`config.mk`:
```
export PLATFORM = sky130hd
export DESIGN_NAME = div_unit
export DESIGN_NICKNAME = d
export VERILOG_FILES = /design/src/rtl/div_unit_pkg.sv /design/src/rtl/div_step.sv /design/src/rtl/div_unit.sv
export SDC_FILE = /design/constraint.sdc
export NUM_CORES = 1
export LEC_CHECK = 0
export CORE_MARGIN = 2
export CORE_UTILIZATION = 55
export DETAILED_ROUTE_END_ITERATION = 16
export PLACE_DENSITY = 0.78
export REMOVE_ABC_BUFFERS = 1
export SYNTH_ARGS = -nofsm -noshare
export SYNTH_HDL_FRONTEND = slang
export SYNTH_SLANG_ARGS = --single-unit
```
`constraint.sdc`:
```
create_clock -name clk -period 3.5 [get_ports clk]
set_input_delay 0.7 -clock clk [delete_from_list [all_inputs] [get_ports clk]]
set_output_delay 0.7 -clock clk [all_outputs]
set_load 0.005 [all_outputs]
```
`src/rtl/div_unit_pkg.sv`:
```
`default_nettype none
// ============================================================================
// Module      : div_unit_pkg
// Description : Shared state codes, handshake constants, EX aluop codes and
//               helpers for the multi-cycle divider.
// Revision    : 1.0 - initial release
// ============================================================================
package div_unit_pkg;

  typedef enum logic [1:0] {
    DIV_FREE   = 2'b00,
    DIV_BYZERO = 2'b01,
    DIV_ON     = 2'b10,
    DIV_END    = 2'b11
  } div_state_e;

  localparam logic c_div_result_ready     = 1'b1;
  localparam logic c_div_result_not_ready = 1'b0;
  localparam logic c_div_start            = 1'b1;
  localparam logic c_div_stop             = 1'b0;

  localparam logic [7:0] c_exe_div_op  = 8'b00011010;
  localparam logic [7:0] c_exe_divu_op = 8'b00011011;

  // States in which a pipeline flush may still cancel the operation.
  function automatic logic div_busy(input div_state_e state);
    return (state == DIV_ON) || (state == DIV_BYZERO);
  endfunction

endpackage
`default_nettype wire

```
`src/rtl/div_step.sv`:
```
`default_nettype none
// ============================================================================
// Module      : div_step
// Description : One combinational restoring-division iteration on {rem,quo}.
// Revision    : 1.0 - initial release
// ============================================================================
module div_step
  import div_unit_pkg::*;
#(
  parameter int WIDTH = 32
) (
  input  logic [2*WIDTH-1:0] partial,
  input  logic [WIDTH-1:0]   divisor_mag,
  output logic [2*WIDTH-1:0] partial_next
);

  logic [WIDTH:0] w_trial;

  // The upper WIDTH+1 bits of the shifted pair are partial[2W-1:W-1].
  assign w_trial = partial[2*WIDTH-1:WIDTH-1] - {1'b0, divisor_mag};

  always_comb begin
    partial_next = {partial[2*WIDTH-2:0], 1'b0};
    if (!w_trial[WIDTH]) begin
      partial_next = {w_trial[WIDTH-1:0], partial[WIDTH-2:0], 1'b1};
    end
  end

endmodule
`default_nettype wire

```
`src/rtl/div_unit.sv`:
```
`default_nettype none
// ============================================================================
// Module      : div_unit
// Description : Multi-cycle signed/unsigned restoring divider, one quotient
//               bit per clock; result = {remainder, quotient}.
//               Optional: DIV_BYZERO_FLAG_EN adds the dbz output.
// Revision    : 1.0 - initial release
// ============================================================================
module div_unit
  import div_unit_pkg::*;
#(
  parameter int WIDTH = 32,
  parameter int CNT_W = $clog2(WIDTH + 1)
) (
  input  logic               clk,
  input  logic               rst,
  input  logic               start,
  input  logic               annul,
  input  logic               signed_div,
  input  logic [WIDTH-1:0]   opdata1,
  input  logic [WIDTH-1:0]   opdata2,
  output logic [2*WIDTH-1:0] result,
  output logic               ready
`ifdef DIV_BYZERO_FLAG_EN
  ,
  output logic               dbz
`endif
);

  localparam logic [CNT_W-1:0] c_cnt_last = CNT_W'(WIDTH);
  localparam logic [CNT_W-1:0] c_cnt_one  = CNT_W'(1);

  div_state_e          r_state;
  logic [CNT_W-1:0]    r_cnt;
  logic [2*WIDTH-1:0]  r_acc;
  logic [WIDTH-1:0]    r_divisor;
  logic [WIDTH-1:0]    r_dividend;
  logic                r_neg_q;
  logic                r_neg_r;
  logic [2*WIDTH-1:0]  r_result;
  logic                r_ready;

  logic [WIDTH-1:0]    w_op1_mag;
  logic [WIDTH-1:0]    w_op2_mag;
  logic [2*WIDTH-1:0]  w_acc_next;
  logic [WIDTH-1:0]    w_quo;
  logic [WIDTH-1:0]    w_rem;
  logic [WIDTH-1:0]    w_quo_fix;
  logic [WIDTH-1:0]    w_rem_fix;

  assign w_op1_mag = (signed_div && opdata1[WIDTH-1]) ? -opdata1 : opdata1;
  assign w_op2_mag = (signed_div && opdata2[WIDTH-1]) ? -opdata2 : opdata2;

  assign w_quo = r_acc[WIDTH-1:0];
  assign w_rem = r_acc[2*WIDTH-1:WIDTH];

  // MIN / -1 falls out naturally: |MIN| = MIN and its negation wraps to MIN.
  assign w_quo_fix = r_neg_q ? -w_quo : w_quo;
  assign w_rem_fix = r_neg_r ? -w_rem : w_rem;

  div_step #(
    .WIDTH(WIDTH)
  ) u_div_step (
    .partial      (r_acc),
    .divisor_mag  (r_divisor),
    .partial_next (w_acc_next)
  );

  always_ff @(posedge clk or negedge rst) begin
    if (!rst) begin
      r_state    <= DIV_FREE;
      r_cnt      <= '0;
      r_acc      <= '0;
      r_divisor  <= '0;
      r_dividend <= '0;
      r_neg_q    <= 1'b0;
      r_neg_r    <= 1'b0;
      r_result   <= '0;
      r_ready    <= c_div_result_not_ready;
    end else if (div_busy(r_state) && annul) begin
      r_state <= DIV_FREE;
    end else begin
      case (r_state)
        DIV_FREE: begin
          if (start == c_div_start && !annul) begin
            r_dividend <= opdata1;
            r_divisor  <= w_op2_mag;
            r_acc      <= {{WIDTH{1'b0}}, w_op1_mag};
            r_neg_q    <= signed_div && (opdata1[WIDTH-1] ^ opdata2[WIDTH-1]);
            r_neg_r    <= signed_div && opdata1[WIDTH-1];
            r_cnt      <= '0;
            r_state    <= (opdata2 == '0) ? DIV_BYZERO : DIV_ON;
          end
        end
        DIV_BYZERO: begin
          r_result <= {r_dividend, {WIDTH{1'b1}}};
          r_ready  <= c_div_result_ready;
          r_state  <= DIV_END;
        end
        DIV_ON: begin
          if (r_cnt == c_cnt_last) begin
            r_result <= {w_rem_fix, w_quo_fix};
            r_ready  <= c_div_result_ready;
            r_state  <= DIV_END;
          end else begin
            r_acc <= w_acc_next;
            r_cnt <= r_cnt + c_cnt_one;
          end
        end
        DIV_END: begin
          if (start == c_div_stop) begin
            r_ready <= c_div_result_not_ready;
            r_state <= DIV_FREE;
          end
        end
        default: r_state <= DIV_FREE;
      endcase
    end
  end

  assign result = r_result;
  assign ready  = r_ready;

`ifdef DIV_BYZERO_FLAG_EN
  logic r_dbz;

  always_ff @(posedge clk or negedge rst) begin
    if (!rst) begin
      r_dbz <= 1'b0;
    end else if (r_state == DIV_BYZERO && !annul) begin
      r_dbz <= 1'b1;
    end else if (r_state == DIV_END && start == c_div_stop) begin
      r_dbz <= 1'b0;
    end
  end

  assign dbz = r_dbz;
`endif

endmodule
`default_nettype wire

```
==> results of run 1 <==
==> through the flow <==
step                total power, mW  setup TNS (ns)  cells
finish                        12.27               0   1817
CTS                           12.32               0   1817
floorplan                     7.792         -223.05   1329
detailed placement            9.840               0   1776
global route                  13.24               0   1817
global placement              9.657               0   1776
==> report_power, final <==
group | total (mW) | switching, mW | internal [mW]
clock | 2.45 | 0.994 | 1.45
combinational | 5.80 | 3.13 | 2.68
sequential | 4.02 | 0.794 | 3.22
==> cell families after synthesis <==
family / after synthesis / synth area share [%]
AO/OA/AOI/OAI: 448 / 22.21
XOR/XNOR: 149 / 10.29
adder cells (fa/ha/maj): 42 / 4.202
buffers and inverters: 132 / 4.024
flip-flops: 203 / 40.05
multiplexers: 55 / 4.626
AND/OR/NAND/NOR: 376 / 14.60
==> metal layers <==
metal	share of wire [%]	vias up	GRT usage [%]	routed length, µm
met5	0	-	0	0
met3	4.0	47	2.333	1261
met2	47	264	44.16	14780
li1	-	5314	-	-
met4	2.4	0	6.684	738
met1	46	5115	35.55	14540
==> placed cells by master (no fill, tap or decap), types with 11 or more instances in the layout <==
| cell type | n |
|---|---|
| o22a_1 | 25 |
| a31oi_1 | 11 |
| o41ai_1 | 13 |
| a32oi_1 | 11 |
| nand3_1 | 15 |
| nor4_1 | 14 |
| nor2_1 | 63 |
| or3_1 | 15 |
| a22oi_1 | 27 |
| inv_1 | 56 |
| a21oi_1 | 63 |
| clkdlybuf4s50_1 | 132 |
| nand2_1 | 166 |
| o21ai_0 | 161 |
| buf_4 | 23 |
| mux2i_1 | 26 |
| o31ai_1 | 28 |
| ha_1 | 40 |
| nor3_1 | 18 |
| clkbuf_16 | 23 |
| mux2_2 | 29 |
| dfrtp_1 | 203 |
| xnor2_1 | 68 |
| xor2_1 | 81 |
| o21ai_1 | 41 |
==> worst max-delay path, delay by kind of cell, from the launching register on <==
family / cells / cell delay [ns]
adder cells (fa/ha/maj): 2 / 0.66
AND/OR/NAND/NOR: 2 / 0.29
AO/OA/AOI/OAI: 6 / 1.24
flip-flops: 1 / 0.40
buffers and inverters: 3 / 0.50
==> flip-flops by register name (all words and copies together) (netlist names) <==
name and count:
r_acc 64, r_cnt 6, r_dividend 32, r_divisor 32, r_neg_q 1, r_neg_r 1
r_state 2, ready 1, result 64
==> synth_stat cells, drive strengths merged, types with 3 or more instances <==
cell    number
o311ai       3
o21ai      203
o221ai       4
and3         6
nand4        7
nor4        18
nor2b        8
nor3        19
nand4b       4
mux2i       26
nor2        65
and2         6
a31oi       11
dfrtp      203
or4         10
o41ai       13
or2          4
a21oi       63
o21bai       4
o22a        25
a22o         4
a22oi       27
inv         56
a211oi       7
o31ai       30
a221o        6
o211ai       5
a32oi       11
mux2        29
xnor2       68
clkbuf      66
nand2      167
nand2b      10
o41a         3
nand3b       9
nor3b        8
nand3       16
ha          41
buf         10
o21a         6
or3         15
a21o         8
xor2        81
==> worst paths after layout <==
kind | from | cells after the start | slack (ns) | end
setup / recovery | r_acc[31]$_DFFE_PN0P_ | 13 | 0.27 | r_acc[58]$_DFFE_PN0P_
hold / removal | rst | 1 | 0.20 | r_acc[43]$_DFFE_PN0P_
setup reg to reg | r_acc[31]$_DFFE_PN0P_ | 13 | 0.27 | r_acc[58]$_DFFE_PN0P_
hold reg to reg | r_divisor[21]$_DFFE_PN0P_ | 2 | 0.48 | r_divisor[21]$_DFFE_PN0P_
max in group asynchronous | rst | 2 | 2.38 | r_acc[22]$_DFFE_PN0P_
min in group clk | r_divisor[21]$_DFFE_PN0P_ | 2 | 0.48 | r_divisor[21]$_DFFE_PN0P_
==> area by class of cell <==
cell class / count / share of cell area (%)
clock buffer: 34 / 4.593
clock inverter: 7 / 0.5030
inverter: 56 / 1.385
multi-input combinational: 1070 / 46.96
sequential: 203 / 33.48
tap: 285 / 2.350
timing repair buffer: 162 / 10.73
==> impl_metrics.csv, run 1 <==
group,metric,value,unit
synthesis,ys_seq_area_share,40.05,%
critical_path,cp-start-kind,"register",
min_path,hp-class,"input pin to asynchronous set/reset pin",
clocking,clk_pin_slew,0.06,ns
synthesis,netlist_area,12680,µm²
route,viasPerCell,5.911,
sta,fin_skew,0.01797,ns
critical_path,crit_path_max_incr_delay,0.40,ns
finish,antenna_cells,0,
synthesis,synth_cell_type_count,71,
global_route,grt_pass1_wl,51.52,mm
status,outcome,"completed",
clocking,cts_hold_buf,0,
sta,rsz0062_at_grt,"no",
synthesis,synth-edff-count,0,
placement,dpl-instance-area,14400,µm²
power,irDropWorstVdd,0.3452,mV
finish,nets,1627,
route,drtIter0Drc,671,
sta,max_freq,0.3097,GHz
critical_path,crit_arrival,3.60,ns
power,p_leak,6.471,nW
floorplan,die_area,24290,µm²
placement,post-dp-hpwl,23.42,mm
clocking,cts_setup_buffers,0,
floorplan,core-area,22640,µm²
sta,tightest_slew,0.9064,ns
finish,multiInputGateArea,7124,µm²
global_route,grt_remaining_overflow,0,
placement,port_buffers,133,
global_route,grt_pass1_vias,10218,
synthesis,syn_inst,1405,
power,powerDensity,808.6,nW/µm²
clocking,cts_buffers,23,
clocking,clk_path_buf_depth,3,
critical_path,crit_path_top_delay_cell,"dfrtp_1",
sta,finalSetupViolCount,0,
floorplan,die_w,155.9,µm
floorplan,start_util,56.03,%
global_route,track_usage,25.83,%
clocking,cts.sinks,203,
placement,dp_slack,0.09691,ns
synthesis,yosysTopAreaCell,"dfrtp_1",
sta,hold_violations,0,
critical_path,critPathKind,"register to register",
clocking,clock_latency,0.52,ns
critical_path,crit_fanout,16,
finish,utilization,67.01,%
synthesis,yosysWarningCount,0,
synthesis,synth_ff_type,"dfrtp_1",
clocking,cts-root-buf,"clkbuf_16",
finish,area_growth,19.61,%
finish,ff_latch_area,5080,µm²
floorplan,die_h,155.9,µm
sta,period_minus_slack,3.229,ns
sta,hold_slack,0.1978,ns
clocking,cts_tree,"done",
sta,slew_viol_final,0,
clocking,cts_max_level,1,
global_route,antenna_found_initial,0,
synthesis,async_flop_share,100.0,%
route,dr.pass1.iters,5,
synthesis,yosys-top-cells-area,"dfrtp_1 40%, o21ai_0 6.4%, xor2_1 5.6%, nand2_1 4.9%, xnor2_1 4.7%",
synthesis,synth_area_per_cell,9.028,µm²
critical_path,path_cells,"inv_1 > ha_1 > fa_1 > nand2b_1 > a21oi_1 > o21bai_1 > a21oi_1 > o41a_2 > nand3_2 > buf_12 > buf_4 > a32oi_1 > o31ai_1",
finish,fin_area,15170,µm²
synthesis,synth.top_cell.area_share,40.05,%
clocking,cts_resized,0,
critical_path,end_kind,"register",
sta,relSlewSlack,39.57,%
finish,drive_gt1_share,7.833,%
route,route.detailed.drc,0,
floorplan,row_count,55,
global_route,grt_max_degree,85,
route,wire_per_inst,17.24,µm
finish,nFillCells,1871,
route,vias,10740,
floorplan,io-pin-count,134,
job,cap_violations,0,
critical_path,worstPathRequired,3.88,ns
synthesis,synth_seq_cells,203,
critical_path,cp_common_cell,"a21oi_1",
route,wirelength,31.32,mm
sta,setup_slack,0.2714,ns
placement,gp_congestion,0.9132,
sta,finalCritPeriodShare,92.25,%
route,ant_nets,0,
Power figures use the tool's default switching activity.
==> inputs of run 2 (changes only) <==
--- a/config.mk
+++ b/config.mk
@@ -10,6 +10,7 @@
 export DETAILED_ROUTE_END_ITERATION = 16
 export PLACE_DENSITY = 0.78
 export REMOVE_ABC_BUFFERS = 1
+export SLEW_MARGIN = 5
 export SYNTH_ARGS = -nofsm -noshare
 export SYNTH_HDL_FRONTEND = slang
 export SYNTH_SLANG_ARGS = --single-unit
==> results of run 2 <==
Same layout as run 1: the final DEF is identical, and so are final timing and power.
